**src/rtl/button_pkg.sv**
```systemverilog
// ---------------------------------------------------------------------------
// button_pkg
// Shared constants and types for the round-robin button scan controller.
//   MAX_BUTTONS  : width of the CPU read data bus, and the largest supported
//                  button count.
//   ADDR_STATE   : read address of the debounced-level register.
//   ADDR_EVENTS  : read address of the sticky press-event register.
//                  Reading it clears the returned bits.
//   scan_state_e : scan FSM states.
// ---------------------------------------------------------------------------
package button_pkg;

    localparam int unsigned MAX_BUTTONS = 16;

    localparam logic ADDR_STATE  = 1'b0;
    localparam logic ADDR_EVENTS = 1'b1;

    typedef enum logic {
        INIT,
        SCAN
    } scan_state_e;

endpackage

```
**src/rtl/button_sync.sv**
```systemverilog
// ---------------------------------------------------------------------------
// button_sync
// Two-flop synchronizer for a vector of asynchronous inputs.
// Ports:
//   clk   : system clock
//   rst_n : asynchronous active-low reset; both stages clear to 0
//   d_i   : raw asynchronous inputs
//   q_o   : synchronized inputs, two cycles of latency
// ---------------------------------------------------------------------------
module button_sync #(
    parameter int unsigned WIDTH = 16
) (
    input  logic             clk,
    input  logic             rst_n,
    input  logic [WIDTH-1:0] d_i,
    output logic [WIDTH-1:0] q_o
);

    logic [WIDTH-1:0] meta_q;
    logic [WIDTH-1:0] sync_q;

    always_ff @(posedge clk or negedge rst_n) begin
        if (!rst_n) begin
            meta_q <= '0;
            sync_q <= '0;
        end else begin
            meta_q <= d_i;
            sync_q <= meta_q;
        end
    end

    assign q_o = sync_q;

endmodule

```
**src/rtl/button_scan_controller.sv**
```systemverilog
// ---------------------------------------------------------------------------
// button_scan_controller
// A single debounce datapath is shared round-robin across NUM_BUTTONS
// synchronized button inputs. Each button has its own counter in a small
// register array. The block keeps a debounced level and a sticky press event
// for every button. A CPU reads them through a two-register port.
// Ports:
//   clk        : system clock
//   reset      : asynchronous active-low reset
//   buttons_in : raw button pins, 1 = pressed
//   rd_en      : one-cycle read strobe
//   rd_addr    : 0 = STATE, 1 = EVENTS (clear-on-read)
//   rd_data    : registered read data, zero-extended to 16 bits
//   rd_valid   : high the cycle after an accepted rd_en
//   irq        : registered OR of all event bits
// ---------------------------------------------------------------------------
module button_scan_controller
    import button_pkg::*;
#(
    parameter int unsigned NUM_BUTTONS   = 16,
    parameter int unsigned COUNTER_SIZE  = 8,
    parameter int unsigned COUNTER_VALUE = 255
) (
    input  logic                   clk,
    input  logic                   reset,
    input  logic [NUM_BUTTONS-1:0] buttons_in,
    input  logic                   rd_en,
    input  logic                   rd_addr,
    output logic [MAX_BUTTONS-1:0] rd_data,
    output logic                   rd_valid,
    output logic                   irq
);

    localparam int unsigned IDX_W = (NUM_BUTTONS > 1) ? $clog2(NUM_BUTTONS) : 1;
    localparam logic [IDX_W-1:0]        IDX_LAST = IDX_W'(NUM_BUTTONS - 1);
    localparam logic [COUNTER_SIZE-1:0] CNT_LAST = COUNTER_SIZE'(COUNTER_VALUE - 1);

    logic [NUM_BUTTONS-1:0]  sync;

    scan_state_e             fsm_q, fsm_d;
    logic                    scan_en;

    logic [IDX_W-1:0]        idx_q, idx_d;
    logic [COUNTER_SIZE-1:0] cnt_q [NUM_BUTTONS];
    logic [COUNTER_SIZE-1:0] cnt_d [NUM_BUTTONS];
    logic [NUM_BUTTONS-1:0]  level_q, level_d;
    logic [NUM_BUTTONS-1:0]  events_q, events_d;
    logic [NUM_BUTTONS-1:0]  event_set, event_clr;

    logic [MAX_BUTTONS-1:0]  rd_data_q, rd_data_d;
    logic                    rd_valid_q;
    logic                    irq_q;

    button_sync #(
        .WIDTH (NUM_BUTTONS)
    ) u_sync (
        .clk   (clk),
        .rst_n (reset),
        .d_i   (buttons_in),
        .q_o   (sync)
    );

    // -------------------------------------------------------------------
    // Scan FSM
    // -------------------------------------------------------------------
    always_ff @(posedge clk or negedge reset) begin
        if (!reset) begin
            fsm_q <= INIT;
        end else begin
            fsm_q <= fsm_d;
        end
    end

    always_comb begin
        fsm_d = fsm_q;
        unique case (fsm_q)
            INIT:    fsm_d = SCAN;
            SCAN:    fsm_d = SCAN;
            default: fsm_d = INIT;
        endcase
    end

    always_comb begin
        scan_en = (fsm_q == SCAN);
    end

    // -------------------------------------------------------------------
    // Shared debounce slot: one button index is updated per cycle
    // -------------------------------------------------------------------
    always_comb begin
        idx_d     = idx_q;
        cnt_d     = cnt_q;
        level_d   = level_q;
        event_set = '0;
        if (scan_en) begin
            idx_d = (idx_q == IDX_LAST) ? '0 : idx_q + 1'b1;
            if (sync[idx_q] == level_q[idx_q]) begin
                cnt_d[idx_q] = '0;
            end else if (cnt_q[idx_q] == CNT_LAST) begin
                level_d[idx_q]   = sync[idx_q];
                cnt_d[idx_q]     = '0;
                event_set[idx_q] = sync[idx_q];
            end else begin
                cnt_d[idx_q] = cnt_q[idx_q] + 1'b1;
            end
        end
    end

    // -------------------------------------------------------------------
    // Read port. An EVENTS read clears only the bits it returned. A bit
    // set by the scan in the same cycle is ORed in after the clear, so it
    // is kept for the next read.
    // -------------------------------------------------------------------
    always_comb begin
        rd_data_d = rd_data_q;
        event_clr = '0;
        if (rd_en) begin
            if (rd_addr == ADDR_EVENTS) begin
                rd_data_d = MAX_BUTTONS'(events_q);
                event_clr = events_q;
            end else begin
                rd_data_d = MAX_BUTTONS'(level_q);
            end
        end
        events_d = (events_q & ~event_clr) | event_set;
    end

    always_ff @(posedge clk or negedge reset) begin
        if (!reset) begin
            idx_q      <= '0;
            cnt_q      <= '{default: '0};
            level_q    <= '0;
            events_q   <= '0;
            rd_data_q  <= '0;
            rd_valid_q <= 1'b0;
            irq_q      <= 1'b0;
        end else begin
            idx_q      <= idx_d;
            cnt_q      <= cnt_d;
            level_q    <= level_d;
            events_q   <= events_d;
            rd_data_q  <= rd_data_d;
            rd_valid_q <= rd_en;
            irq_q      <= |events_q;
        end
    end

    assign rd_data  = rd_data_q;
    assign rd_valid = rd_valid_q;
    assign irq      = irq_q;

endmodule
```
**config.mk**
```make
export PLATFORM = sky130hd
export DESIGN_NAME = button_scan_controller
export DESIGN_NICKNAME = d
export VERILOG_FILES = /design/src/rtl/button_pkg.sv /design/src/rtl/button_sync.sv /design/src/rtl/button_scan_controller.sv
export SDC_FILE = /design/constraint.sdc
export NUM_CORES = 1
export LEC_CHECK = 0
export ABC_AREA = 1
export CORE_MARGIN = 2
export CORE_UTILIZATION = 55
export DETAILED_ROUTE_END_ITERATION = 8
export PLACE_DENSITY = 0.7
export SYNTH_ARGS = -nofsm -noshare
export SYNTH_HDL_FRONTEND = slang
export SYNTH_SLANG_ARGS = --single-unit
```
**constraint.sdc**
```tcl
create_clock -name clk -period 4.2 [get_ports clk]
set_clock_uncertainty 0.15 [all_clocks]
set_input_delay 0.84 -clock clk [delete_from_list [all_inputs] [get_ports clk]]
set_output_delay 0.84 -clock clk [all_outputs]
set_load 0.1 [all_outputs]
```
Word-level counts from Yosys, hierarchy flattened

Index checks and enable logic that the tools add are counted.

Register bits after elaboration: 215
Input port bits: 20
Output and inout port bits: 18
Logic and storage cells: 68

Add/subtract/negate cells: 2
Order comparisons: 4
Equality and inequality tests: 3
Multiplexer cells: 22
Bitwise logic cells: 8
Reductions and logical operators: 4

Operators by type and width:

| cell                  | count |
|---|---|
| $mux W128             | 2 |
| $and A128 B128 Y128   | 1 |
| $bwmux W128           | 1 |
| $not A128 Y128        | 1 |
| $mux W16              | 6 |
| $and A16 B16 Y16      | 2 |
| $bmux W8 S4           | 1 |
| $demux W8 S4          | 1 |
| $mux W8               | 3 |
| $bwmux W16            | 1 |
| $not A16 Y16          | 1 |
| $or A16 B16 Y16       | 1 |
| $reduce_or A16 Y1     | 1 |
| $add A8 B1 Y8 const B | 1 |
| $bmux W1 S4           | 2 |
| $eq A8 B8 Y1 const B  | 1 |
| $ge A5 B5 Y1 const B  | 1 |
| $lt A4 B5 Y1 const B  | 1 |
| $lt A5 B1 Y1 const B  | 1 |
| $not A4 Y5            | 1 |
| $add A4 B1 Y4 const B | 1 |
| $demux W1 S4          | 1 |
| $eq A4 B4 Y1 const B  | 1 |
| $ge A4 B1 Y1 const B  | 1 |
| other kinds (6)       | 9 |

Logic depth before layout (Yosys ltp)

Gate-level depths: netlist (run 1).

Word-level depth: 9
Mapped depth: 19
Gate-level depth less buffers: 16

Hierarchy

Synthesis (run 1) repeated with hierarchy kept, for this count alone.

Cell total of the unflattened synthesis: 1438
Area, all modules: 10508.8 µm²

By module, submodules not included:

| module                 | times used | cells an instance | area an instance (µm²) | sequential area each (µm²) |
|---|---|---|---|---|
| button_scan_controller | 1          | 1406              | 9708.1                 | 4579.4 |
| button_sync            | 1          | 32                | 800.8                  | 800.8 |

Worst setup path after synthesis (run 1)

No wires, ideal clock.

Kind: flip-flop to flip-flop
From: register idx_q[0]
To: register cnt_q[106] in the netlist's numbering
Setup time: 65 ps
Arrival: 2685 ps
Data required time: 3985 ps
Slack: 1300 ps
Stages on the path, launching flop included: 17
Buffers on the path: 5
Clock period less this slack: 2900 ps
Cells stage by stage: dfrtp_1 buf_6 inv_2 buf_6 buf_6 o21ai_1 o21ai_1 nand2_1 nand2_1 nor2_4 clkbuf_1 inv_1 ha_1 xnor2_1 clkbuf_1 nand2_1 nand2_1

Longest elaborated chain between the ends: 9
Elaborated cells on any way between the ends: 21
Classes of those cells: add/sub (1); order compare (2); eq/ne (2); mux (12); bitwise (3); reduce/logical (1)

RTL lines:

| element                                                               | RTL line                      | text |
|---|---|---|
| start: declaration                                                    | button_scan_controller.sv:43  | `logic [IDX_W-1:0] idx_q, idx_d;` |
| start signal: assignment                                              | button_scan_controller.sv:138 | `idx_q <= idx_d;` |
| parallel branches: the longest is 8 deep, another holds $add A8 B1 Y8 | n/a                           |  |
| $mux W128 *                                                           | button_scan_controller.sv:97  | `if (sync[idx_q] == level_q[idx_q]) begin` |
| end signal: assignment                                                | button_scan_controller.sv:139 | `cnt_q <= cnt_d;` |
| end: declaration                                                      | button_scan_controller.sv:44  | `logic [COUNTER_SIZE-1:0] cnt_q [NUM_BUTTONS];` |

Every way passes the cells marked *. The select of a mux whose other input is x is not followed.
A chain may end at the register's enable or synchronous reset.

Worst setup path after layout (run 1)

From: register idx_q[1]
To: register cnt_q[84] in the netlist's numbering

The elaborated chain is that of the path after synthesis.

==> results of run 1 <==
[cells by family (layout without fill, tap and decap cells)]
family                     Yosys count  after routing  synth area share [%]
adders and majority gates            6              6                0.7155
AOI/OAI and AO/OA                   60             60                 3.291
and+or+nand+nor                    950            950                 36.36
xor gates and xnor gates             3              3                0.5009
other                                1              1               0.03574
DFF                                215            215                 51.28
buffers and inverters              191            233                 7.823
[cell usage after synthesis (all sizes together)]
master  instances
nand2         753
dfrtp         215
inv           133
nor2          107
nand3          66
buf            39
o21ai          25
a21oi          18
nand4          18
clkbuf         17
o21a           16
ha              6
nor4            5
clkinv          2
xor2            2
conb            1
nand3b          1
o22ai           1
xnor2           1
[final cells by class]
cell class / instances / area, sq um / area share (%)
clock inverters: 8 / 120.1 / 1.018
clock buffers: 33 / 653.1 / 5.536
inverters: 135 / 506.7 / 4.295
flip-flops and latches: 215 / 5381 / 45.61
multi-input cells: 1020 / 4294 / 36.39
repair buffers: 57 / 550.5 / 4.666
well taps: 234 / 292.8 / 2.481
[worst paths after layout]
| path | startpoint | to | slack [ps] | cells after the start |
|---|---|---|---|---|
| setup / recovery | idx_q[1]$_DFFE_PN0P_ | cnt_q[84]$_DFFE_PN0P_ | 730 | 13 |
| hold / removal | reset | rd_data[0]$_DFFE_PN0P_ | 90 | 1 |
| setup reg to reg | idx_q[1]$_DFFE_PN0P_ | cnt_q[84]$_DFFE_PN0P_ | 730 | 13 |
| hold reg to reg | u_sync.meta_q[2]$_DFF_PN0_ | u_sync.q_o[2]$_DFF_PN0_ | 190 | 0 |
| max in group asynchronous | reset | u_sync.meta_q[5]$_DFF_PN0_ | 2810 | 2 |
| min in group clk | u_sync.meta_q[2]$_DFF_PN0_ | u_sync.q_o[2]$_DFF_PN0_ | 190 | 0 |
[stage by stage]
step	std cells	hold WS (ps)
2_1_floorplan	1426	181.2
3_3_place_gp	1661	181.5
3_5_place_dp	1661	184.7
4_1_cts	1702	102.3
5_1_grt	1702	114.6
6_report	1702	87.83
[sequential cells by signal (all words and copies together) (netlist names)]
register,cells
idx_q,4
events_q,16
level_q,16
u_sync.q_o,16
rd_valid,1
u_sync.meta_q,16
fsm_q,1
irq,1
cnt_q,128
rd_data,16
[placed cells by master, fill, tap and decap left out, drive strengths merged]
cell	n
clkdlybuf4s50	36
o21a	16
nand3b	1
a21oi	18
nand4	18
xor2	2
nor2	107
ha	6
conb	1
clkinvlp	2
dfrtp	215
nand3	66
o22ai	1
clkbuf	33
inv	133
buf	21
xnor2	1
bufinv	3
nor4	5
clkinv	5
o21ai	25
nand2	753
[power groups by stage]
stage          registers [mW]  clock network, mW  logic, mW
2_1_floorplan            2.87                  0       2.38
3_3_place_gp             2.85                  0       3.30
3_5_place_dp             2.85                  0       3.35
4_1_cts                  2.83               2.12       3.36
5_1_grt                  2.89               2.20       3.78
6_report                 2.83               2.08       3.38
[routing by layer]
layer | share of wire (%) | wire [um]
met1 | 45 | 11620
met2 | 47 | 12350
met3 | 6.3 | 1638
met4 | 1.8 | 463
met5 | 0 | 0
==> summary.md, run 1 <==
The flow ran to the end, and the final reports show no timing, DRC or antenna violations. Met3 usage in global routing: 3.836%. The type of origin of the critical path was a flop.

After layout, the worst setup slack is 726.9 ps. The sequential group share of total power is 34.1%. Buffers inserted during clock tree synthesis total 23. The vias per cell is 5.191. In this run the most used layer during global routing was met2. The gate family responsible for the most delay along the worst path was buffers and inverters. The count of antenna diodes in the layout was 0. The area growth from synthesis to layout is 12.45%. The minimum clock period came out at 3473 ps.

Net switching power: 3.582 mW. The tools report the number of filler cells placed in the layout as 1,692. The critical path start-end classification was reg2reg. Leakage power: 6.331 nW. The tools report the combinational cell fraction of total power as 40.8%. CTS root buffer: clkbuf_16. The highest ir drop seen on vdd is 560.9 uV. The logs give 38.10% for the met1 capacity usage during global routing and 8.286 mW for the power after layout.

Buffers inserted to repair hold after CTS numbered 0. The detail route stage leaves a number of antenna-violating nets equal to 0. The logs give 815.8 ps for the worst slack after detailed placement and 3 for the buffer depth of the longest clock path. In this run the count of I/O pins placed on the die edge is 38. For the post-synthesis instance total, the log shows 1,426. After synthesis, the largest area contributor takes up 51.28% of total cell area. Global routing consumed, on the met2 layer, 43.89% of the routing resources.

The share of total power consumed by net switching was 43.23%; the core box area was 18,710 sq um. Once layout is done, the placed cells without fillers occupy 11,800 sq um. Sequential elements use 51.28% of the synthesized area. The tools report the number of detailed-route iterations in the first pass as 5.

The count of final setup violators was 0. H-tree level count: 1. The internal power of the cells was 4.704 mW; the chip height was 142.1 um. TritonCTS built the clock tree. The run gives 0 as the initial antenna violation count.

The number of DRC violations after detailed-routing iteration 0 was 602; the number of I/O port buffers was 37. After synthesis, the netlist uses 29 different library cells. The number of flip-flops and latches in the synthesized netlist is 215, and the warning count from the yosys run is 0.

In the final routed layout, each cell accounts on average for 15.32 um. The delay of the slowest critical-path stage is 700 ps. The fraction of final layout cells sized beyond drive strength 1 was 5.858%. The final worst-path cycle share is 82.69%, and the total global routing track utilization is 26.89%. The run gives 11,030 sq um as the instance area at placement. For the area enclosed by the die boundary, the log shows 20,200 sq um.

The count of final hold-check violations is 0. STA classifies the critical path endpoint as a flop. Counting stages on the worst path, the most repeated cell is nand2_1.

The per-instance average area after synthesis was 7.358 sq um. The run gives 25.1% as the fraction of power consumed by the clock network. Derived from the worst setup path, the maximum achievable clock frequency is 287.9 MHz. The critical path arrival was 3760 ps; the post-cts resize count was 0. Across the run, the number of max-cap violations was 0. The clock-pin transition on the worst setup and hold timing paths was 60 ps. The first global-routing pass estimated 43.61 mm of wire. Entering global routing, the biggest net connects 115 pins. In this run the core area contains 50 standard-cell rows.

Routability-driven placement finished with a final weighted congestion of 0.8696. The logs give 1,452 for the synthesized netlist net count and 8,394 for the via count of the first global-routing pass. Once layout is complete, the utilization of the core stands at 63.08%.

The global-route congestion overflow total came out at 0. The routed via count is 8,835, and the total detailed-routing wirelength is 26.07 mm. The critical-path maximum fanout came out at 36. The cell area that synthesis handed to floorplanning was 10,490 sq um. For the starting utilization of the core area, the log shows 56.09%. Clock tree synthesis found a total of 215 sinks. The total negative slack for setup checks was 0 ps.

The HPWL after detailed placement is 16.60 mm. Ranked by total cell area, the synthesized netlist is headed by dfrtp_1 51%, nand2_1 27%, inv_1 4.5%. The max-slew violation count is 0, and the transition time at the pin with the least slew margin is 967.0 ps.

Together, buffers and inverters on the worst path number 3. STA puts the critical path data required time at 4480 ps. The number of setup buffers added after CTS is 0. The later pin in the worst-skew pair is clocked with a latency of 500 ps.

The power per standard cell area was 702.3 nW/um^2. dfrtp_1 takes more of the synthesized area than any other cell. Measured against its own limit, the worst slew margin works out to 35.33%. Traced cell by cell, the critical path runs through inv_2 -> o21ai_0 -> o22ai_1 -> nand2_1 -> nand2_1 -> nor2_4 -> buf_4 -> inv_1 -> ha_1 -> nand2_1 -> xor2_2 -> nand2_1 -> nand2_1. After the last flow step, the layout net total stands at 1,478. On the critical path, the stage with the largest delay is an instance of xor2_2. Setup repair after global routing left no endpoint under its margin. Width of the die: 142.1 um.

The tightest min-delay check is of the in2async type. After detailed routing, the number of remaining DRC violations is 0.
(Power assumes the default switching activity.)
==> inputs of run 2 (changes only) <==
Settings changed: PLACE_DENSITY 0.7 to 0.73.
Clock period 4.2 ns to 3 ns, I/O delays scaled along.
==> summary.md, run 2 (synthesized netlist as in run 1, its figures left out) <==
The flow ran to the end, and the final reports show no timing, DRC or antenna violations. Path length in cells of the critical path: 15 (+2). For the final RePlAce weighted congestion, the log shows 0.8711 (+0.17%).

The gate family responsible for the most delay along the worst path is buffers and inverters. The count of standard-cell rows was 50 (unchanged); the net switching power was 5.268 mW (+47%). The width of the die is 142.1 um (unchanged). The vias per cell was 5.274 (+1.6%). The detailed-route DRC error count is 0 (unchanged), and the area overhead of the layout relative to synthesis is 14.81%. Maximum number of pins on one net before global-route repair: 69 (-40%). The H-tree level count is 1 (unchanged), and the chip height is 142.1 um (unchanged). The first-pass GRT wire length was 44.02 mm (+0.94%); the number of I/O port buffers was 37 (unchanged). The sequential group share of total power is 32.2% (-1.9 points), and the final hold slack is 195.3 ps (+107.5 ps). The run gives 608.6 uV (+8.5%) as the highest ir drop seen on vdd. Traced cell by cell, the critical path runs through buf_4 -> nor2_1 -> o21ai_0 -> o21ai_1 -> nand2_1 -> nand2_1 -> nor2_4 -> buf_4 -> inv_1 -> ha_1 -> nand2_1 -> xor2_2 -> buf_6 -> nand2_1 -> nand2_1. The critical-path maximum fanout was 28 (-22%). Leakage power: 6.518 nW (+3.0%). The total global routing track utilization is 27.48% (+0.59 points). The tools report the number of detailed-route iterations in the first pass as 6 (+1).

For the half-perimeter wire length after detailed placement, the log shows 17.38 mm (+4.7%). The logs give 3070 ps (-690 ps) for the critical path arrival and 0 (unchanged) for the remaining antenna violation count. TritonCTS built the clock tree.

The total area of multi-input combinational cells came out at 4317 sq um (+0.52%). The startpoint identified for the worst register-to-register timing path is idx_q[1]$_DFFE_PN0P_. The max-slew violation count is 0 (unchanged).

The number of flip-flops under the largest register name was 128 (unchanged). The minimum clock period works out to 2781 ps (-691.7 ps). The post-layout net count was 1,501 (+1.6%). The origin of the worst setup path was idx_q[1]$_DFFE_PN0P_. The worst setup path is captured at a flop.

The routed length per instance is 15.54 um (+1.5%), and the flop-to-flop setup slack is 220 ps (-510 ps). The power per standard cell area is 1019 nW/um^2 (+45%). STA classifies the critical path startpoint as a flop. The run gives 1,634 (-3.4%) as the number of filler cells placed in the layout. The run gives 7.011 mW (+49%) as the internal power of the cells. The CTS root buffer is clkbuf_16. The fraction of final layout cells sized beyond drive strength 1 was 8.908% (+3.0 points); the core box area was 18,710 sq um (unchanged).

The depth of the worst register-to-register path was 15 (+2); the insertion delay to the later sink of the worst-skew pair was 520 ps (+20 ps). The critical path ends at cnt_q[4]$_DFFE_PN0P_. For the count of final setup violators, the log shows 0 (unchanged). The number of top-level pins is 38 (unchanged), and the combinational cell fraction of total power is 42.6% (+1.8 points). For the via count of the first global-routing pass, the log shows 8,692 (+3.6%). The required time of the critical path came out at 3290 ps (-1190 ps). cnt_q holds more flip-flops than any other register. For the starting utilization of the core area, the log shows 56.09% (unchanged).

The area enclosed by the die boundary was 20,200 sq um (unchanged). The tools report the count of antenna diodes in the layout as 0 (unchanged). The routed via count is 9,108 (+3.1%).

The library cells used most frequently in the layout, excluding fill and tap cells, are 748 x nand2_1, 214 x dfrtp_1, 126 x inv_1. The share of total power consumed by net switching is 42.91% (-0.32 points), and the delay of the slowest critical-path stage is 380 ps (-320 ps). The count of maximum capacitance violations is 0 (unchanged), and the total negative slack for setup checks is 0 ps (unchanged). Setup repair after global routing left no endpoint under its margin.

The global-route congestion overflow total was 0 (unchanged); the sequential cell area was 5381 sq um (unchanged). The number of clock sinks was 215 (unchanged). Critical path start-end classification: reg2reg. The clock-pin transition on the worst setup and hold timing paths is 60 ps (about the same), and the transition time at the pin with the least slew margin is 583.5 ps (-383.5 ps).

The run gives 25.2% (about the same) as the fraction of power consumed by the clock network. The endpoint identified for the worst register-to-register timing path is cnt_q[4]$_DFFE_PN0P_. The buffer depth of the longest clock path was 3 (unchanged). The count of buffering cells on the critical path with inverters included came out at 4 (+1).

The total detailed-routing wirelength is 26.84 mm (+3.0%), and the final worst-path cycle share is 92.71% (+10 points). The standard cell with the maximum stage delay on the critical path was dfrtp_1. For the count of final hold-check violations, the log shows 0 (unchanged). Among the stages of the critical path, the cell type that occurs most often is nand2_1. The logs give 0 (unchanged) for the initial antenna violation count and 707 (+17%) for the number of DRC violations after detailed-routing iteration 0. The type of the most critical hold path is reg2reg.

Number of buffers added by the clock tree synthesis step: 24 (+4.3%). Most common library cell in the layout ignoring fill and taps: nand2_1. The logs give 359.5 MHz (+25%) for the maximum operating frequency and 61.10% (+26 points) for the headroom to the max-slew limit.
-- run 2: cell count changes in the layout (fill, tap and decap cells not counted), moves of 2 or more --
cell	before	now
clkbuf_16	23	25
clkinv_2	3	5
buf_4	18	53
nor2_2	2	6
buf_12	2	5
nor2_1	93	89
clkdlybuf4s50_1	36	18
-- run 2: power by group through the flow --
stage / clock network, mW / logic (mW) / registers [mW]
3_5_place_dp: 0 / 5.02 / 3.98
5_1_grt: 3.25 / 5.71 / 4.03
2_1_floorplan: 0 / 3.33 / 4.01
6_report: 3.09 / 5.24 / 3.95
3_3_place_gp: 0 / 4.95 / 3.97
4_1_cts: 3.14 / 5.06 / 3.94
-- run 2: worst min path at each step --
stage / start / end / cells after the start
global placement: u_sync.meta_q[5]$_DFF_PN0_ / u_sync.q_o[5]$_DFF_PN0_ / 0
detailed placement: u_sync.meta_q[12]$_DFF_PN0_ / u_sync.q_o[12]$_DFF_PN0_ / 0
floorplan: reset / cnt_q[0]$_DFFE_PN0P_ / 0
finish: u_sync.meta_q[14]$_DFF_PN0_ / u_sync.q_o[14]$_DFF_PN0_ / 0
CTS: u_sync.meta_q[14]$_DFF_PN0_ / u_sync.q_o[14]$_DFF_PN0_ / 0
global route: u_sync.meta_q[10]$_DFF_PN0_ / u_sync.q_o[10]$_DFF_PN0_ / 0
-- run 2: per-layer routing --
metal	vias to the layer above	global-route usage, %	part of all wire (%)
met3	73	3.735	6.6
met4	0	9.105	3.4
met2	334	44.88	47
met1	4282	38.22	43
met5	-	0	0
li1	4419	-	-
-- run 2: area by class of cell --
| cell class | count | share of cell area, % |
|---|---|---|
| inverters | 135 | 4.238 |
| well taps | 234 | 2.430 |
| multi-input cells | 1020 | 35.83 |
| clock inverters | 10 | 1.267 |
| clock buffers | 34 | 5.640 |
| repair buffers | 79 | 5.920 |
| flip-flops and latches | 215 | 44.67 |
-- run 2: what timing repair did --
action / in CTS / in global routing
endpoints found under the hold margin: 63 / 0
setup endpoints to repair: 0 / 87
hold buffers: 1 / 0
setup buffers: 0 / 3
resized for setup: 0 / 8
-- run 2: per-stage QoR --
step / util (%) / power [mW] / instance area, sq um / worst slack (ps) / std cells
2_1_floorplan: - / 7.343 / 10490 / 99.93 / 1426
4_1_cts: 64.12 / 12.14 / 11990 / 63.59 / 1724
5_1_grt: 64.40 / 12.99 / 12050 / 4.363 / 1727
6_report: 64.40 / 12.28 / 12050 / 218.6 / 1727
3_3_place_gp: 59.62 / 8.918 / 11150 / 114.8 / 1679
3_5_place_dp: 59.62 / 8.993 / 11150 / 85.71 / 1679
==> inputs of run 3 (changes only) <==
Clock period 3 ns to 2.5 ns, I/O delays scaled along.
==> summary.md, run 3 (synthesized netlist as in run 1, its figures left out) <==
Leaving out fill and tap cells, the most frequent cell in the layout is nand2_1. Endpoint kind of the worst setup timing path: a flop. The register bank with the most flops was cnt_q. The count of placed standard cells including taps is 1,751 (+4.3%), and the number of detailed-route iterations in the first pass is 6 (unchanged). The headroom to the max-slew limit was 60.26% (-0.84 points); the vias per cell was 5.362 (+1.7%). In this run the most critical hold path is launched from u_sync.meta_q[11]$_DFF_PN0_. The tools report the CTS root buffer as clkbuf_16.

The minimum clock period is 2702 ps (-78.91 ps), and the number of instances on the worst hold path is 0 (unchanged). The number of flip-flops under the largest register name is 128 (unchanged). The path with the worst hold slack has its endpoint at u_sync.q_o[11]$_DFF_PN0_. Type of the most critical hold path: reg2reg.

Required time of the critical path: 2810 ps (-480 ps). In this run the critical register-to-register path is captured at cnt_q[31]$_DFFE_PN0P_. The tools report the final hold slack as 197.8 ps (+2.486 ps). For the number of clock sinks, the log shows 215 (unchanged).

The critical path arrival is 3010 ps (-60 ps), and the final RePlAce weighted congestion is 0.9429 (+8.2%). The transition time at the pin with the least slew margin was 594.6 ps (+11.13 ps). The count of standard-cell rows is 50 (unchanged). The run gives 20,200 sq um (unchanged) as the area enclosed by the die boundary. Maximum operating frequency: 370.0 MHz (+2.9%). The flow ran to the end, but the final reports show violations. The top cell types in the final layout, fill and taps aside, are 710 x nand2_1, 213 x dfrtp_1, 119 x inv_1. Setup repair after global routing could not meet its margin everywhere. Compared with the post-synthesis result, the final layout area differs by 29.45%. The width of the die works out to 142.1 um (unchanged).

The logs give 5383 sq um (about the same) for the sequential cell area and 1 (unchanged) for the H-tree level count. The post-layout net count is 1,604 (+6.9%). The total detailed-routing wirelength came out at 31.37 mm (+17%). The startpoint identified for the worst register-to-register timing path is idx_q[0]$_DFFE_PN0P_.

The fraction of final layout cells sized beyond drive strength 1 was 19.12% (+10 points); the power per standard cell area was 1339 nW/um^2 (+31%). The total area of multi-input combinational cells came out at 4664 sq um (+8.1%). The logs give 530 ps (about the same) for the insertion delay to the later sink of the worst-skew pair and -200 ps (-420 ps) for the flop-to-flop setup slack.

The run gives 0 (unchanged) as the count of antenna diodes in the layout. The via count of the first global-routing pass came out at 9,337 (+7.4%). The depth of the worst register-to-register path works out to 20 (+5).

The tools report the count of final setup violators as 160 (+160). The total global routing track utilization came out at 30.04% (+2.6 points). TritonCTS built the clock tree. The smallest setup slack after layout came out at -202.4 ps (-421.1 ps). The critical path start-end classification is reg2reg. The logs give 72.62% (+8.2 points) for the utilization after layout and 56.09% (unchanged) for the starting utilization of the core area.

The maximum number of pins on one net before global-route repair came out at 58 (-16%). Number of filler cells placed in the layout: 1,356 (-17%). The global-route congestion overflow total came out at 0 (unchanged). The count of maximum capacitance violations is 0 (unchanged), and the routed via count is 9,808 (+7.7%). The detailed-route DRC error count is 0 (unchanged).

The chip height is 142.1 um (unchanged), and the half-perimeter wire length after detailed placement is 19.00 mm (+9.3%). The buffer depth of the longest clock path is 3 (unchanged), and the count of final hold-check violations is 0 (unchanged). The number of buffers added by the clock tree synthesis step is 23 (-4.2%), and the routed length per instance is 17.15 um (+10%). The leakage power was 7.229 nW (+11%); the number of top-level pins was 38 (unchanged). Critical-path maximum fanout: 8 (-71%). The max-slew violation count came out at 0 (unchanged).

For the core box area, the log shows 18,710 sq um (unchanged). Origin of the worst setup path: idx_q[0]$_DFFE_PN0P_. The final reports fail on negative setup slack.

The remaining antenna violation count was 0 (unchanged); the number of cells in the finished layout apart from fillers was 1,829 (+5.9%). Clock-pin transition on the worst setup and hold timing paths: 70 ps (about the same). The final worst-path cycle share is 108.1% (+15 points), and the initial antenna violation count is 0 (unchanged). The number of DRC violations after detailed-routing iteration 0 is 1,022 (+45%), and the highest ir drop seen on vdd is 868.7 uV (+43%).

The number of I/O port buffers was 37 (unchanged). STA classifies the critical path startpoint as a flop. The first-pass GRT wire length came out at 47.60 mm (+8.1%).
## run 3: changes by cell type in the layout (fill, tap and decap cells not counted), moves of 6 or more
cell     previous run  this run
buf_4              53       101
nand2_1           748       710
nand2_2             4        31
buf_6               1        27
buf_12              5        24
nand2_4             1        12
nor2_1             89        79
nor2_4             12        20
inv_1             126       119
buf_8               0         6
## run 3: final cells by class
cell class,instances,area share [%]
Sequential cell,215,39.63
Multi-Input combinational cell,1021,34.34
Timing Repair Buffer,181,14.09
Clock buffer,29,4.477
Inverter,135,3.850
Tap cell,234,2.155
Clock inverter,13,1.336
Timing Repair inverter,1,0.1197
## run 3: worst max-delay path by stage
stage / end / slack [ps] / depth (start not counted)
global route: cnt_q[31]$_DFFE_PN0P_ / -310 / 19
CTS: cnt_q[122]$_DFFE_PN0P_ / -60 / 17
finish: cnt_q[31]$_DFFE_PN0P_ / -200 / 20
global placement: cnt_q[29]$_DFFE_PN0P_ / -160 / 16
floorplan: cnt_q[97]$_DFFE_PN0P_ / -30 / 19
detailed placement: cnt_q[27]$_DFFE_PN0P_ / -230 / 16
## run 3: timing repair
action	CTS	global route
gates cloned	6	2
hold endpoints to repair	45	0
hold buffers	1	0
endpoints found under the setup margin	151	160
buffers inserted	18	11
gates resized for setup	65	86
pin swaps	14	68
## run 3: worst max-delay path, cell delays in order (launching register included)
cell and delay [ps]:
dfrtp_2 470, buf_6 160, clkinv_8 80, buf_12 140
buf_6 100, nand2_2 40, nand2_1 50, nand2_1 60
o21ai_2 80, nand2_1 90, nand2_2 120, buf_6 110
inv_2 30, nand2_2 90, nand2_4 60, nand2_4 120
nand2_8 90, buf_12 160, nor2_4 230, nand2_1 100
nand2_1 60
## run 3: metal layers
metal | part of all wire [%] | up-vias | GRT usage, %
met5 | 0 | - | 0
met4 | 4.3 | 0 | 10.05
met3 | 9.3 | 101 | 4.778
met2 | 47 | 457 | 50.01
li1 | - | 4619 | -
met1 | 39 | 4631 | 40.45
## run 3: through the flow
stage                     worst slack [ps]  instance area [sq um]  TNS [ps]  total power, mW
after floorplan                     -31.81                  10610     -2221            9.082
after global placement              -155.4                  11930    -11950            12.11
after detailed placement            -227.8                  11930    -21650            12.25
after CTS                           -63.73                  13210     -2690            16.85
after global routing                -311.0                  13580    -37170            18.95
final                               -202.4                  13580    -21260            18.18
## run 3: report_power, final
part	switching, mW	internal, mW
combinational	5.81	3.98
clock	1.44	2.15
sequential	0.510	4.29
total	7.76	10.4
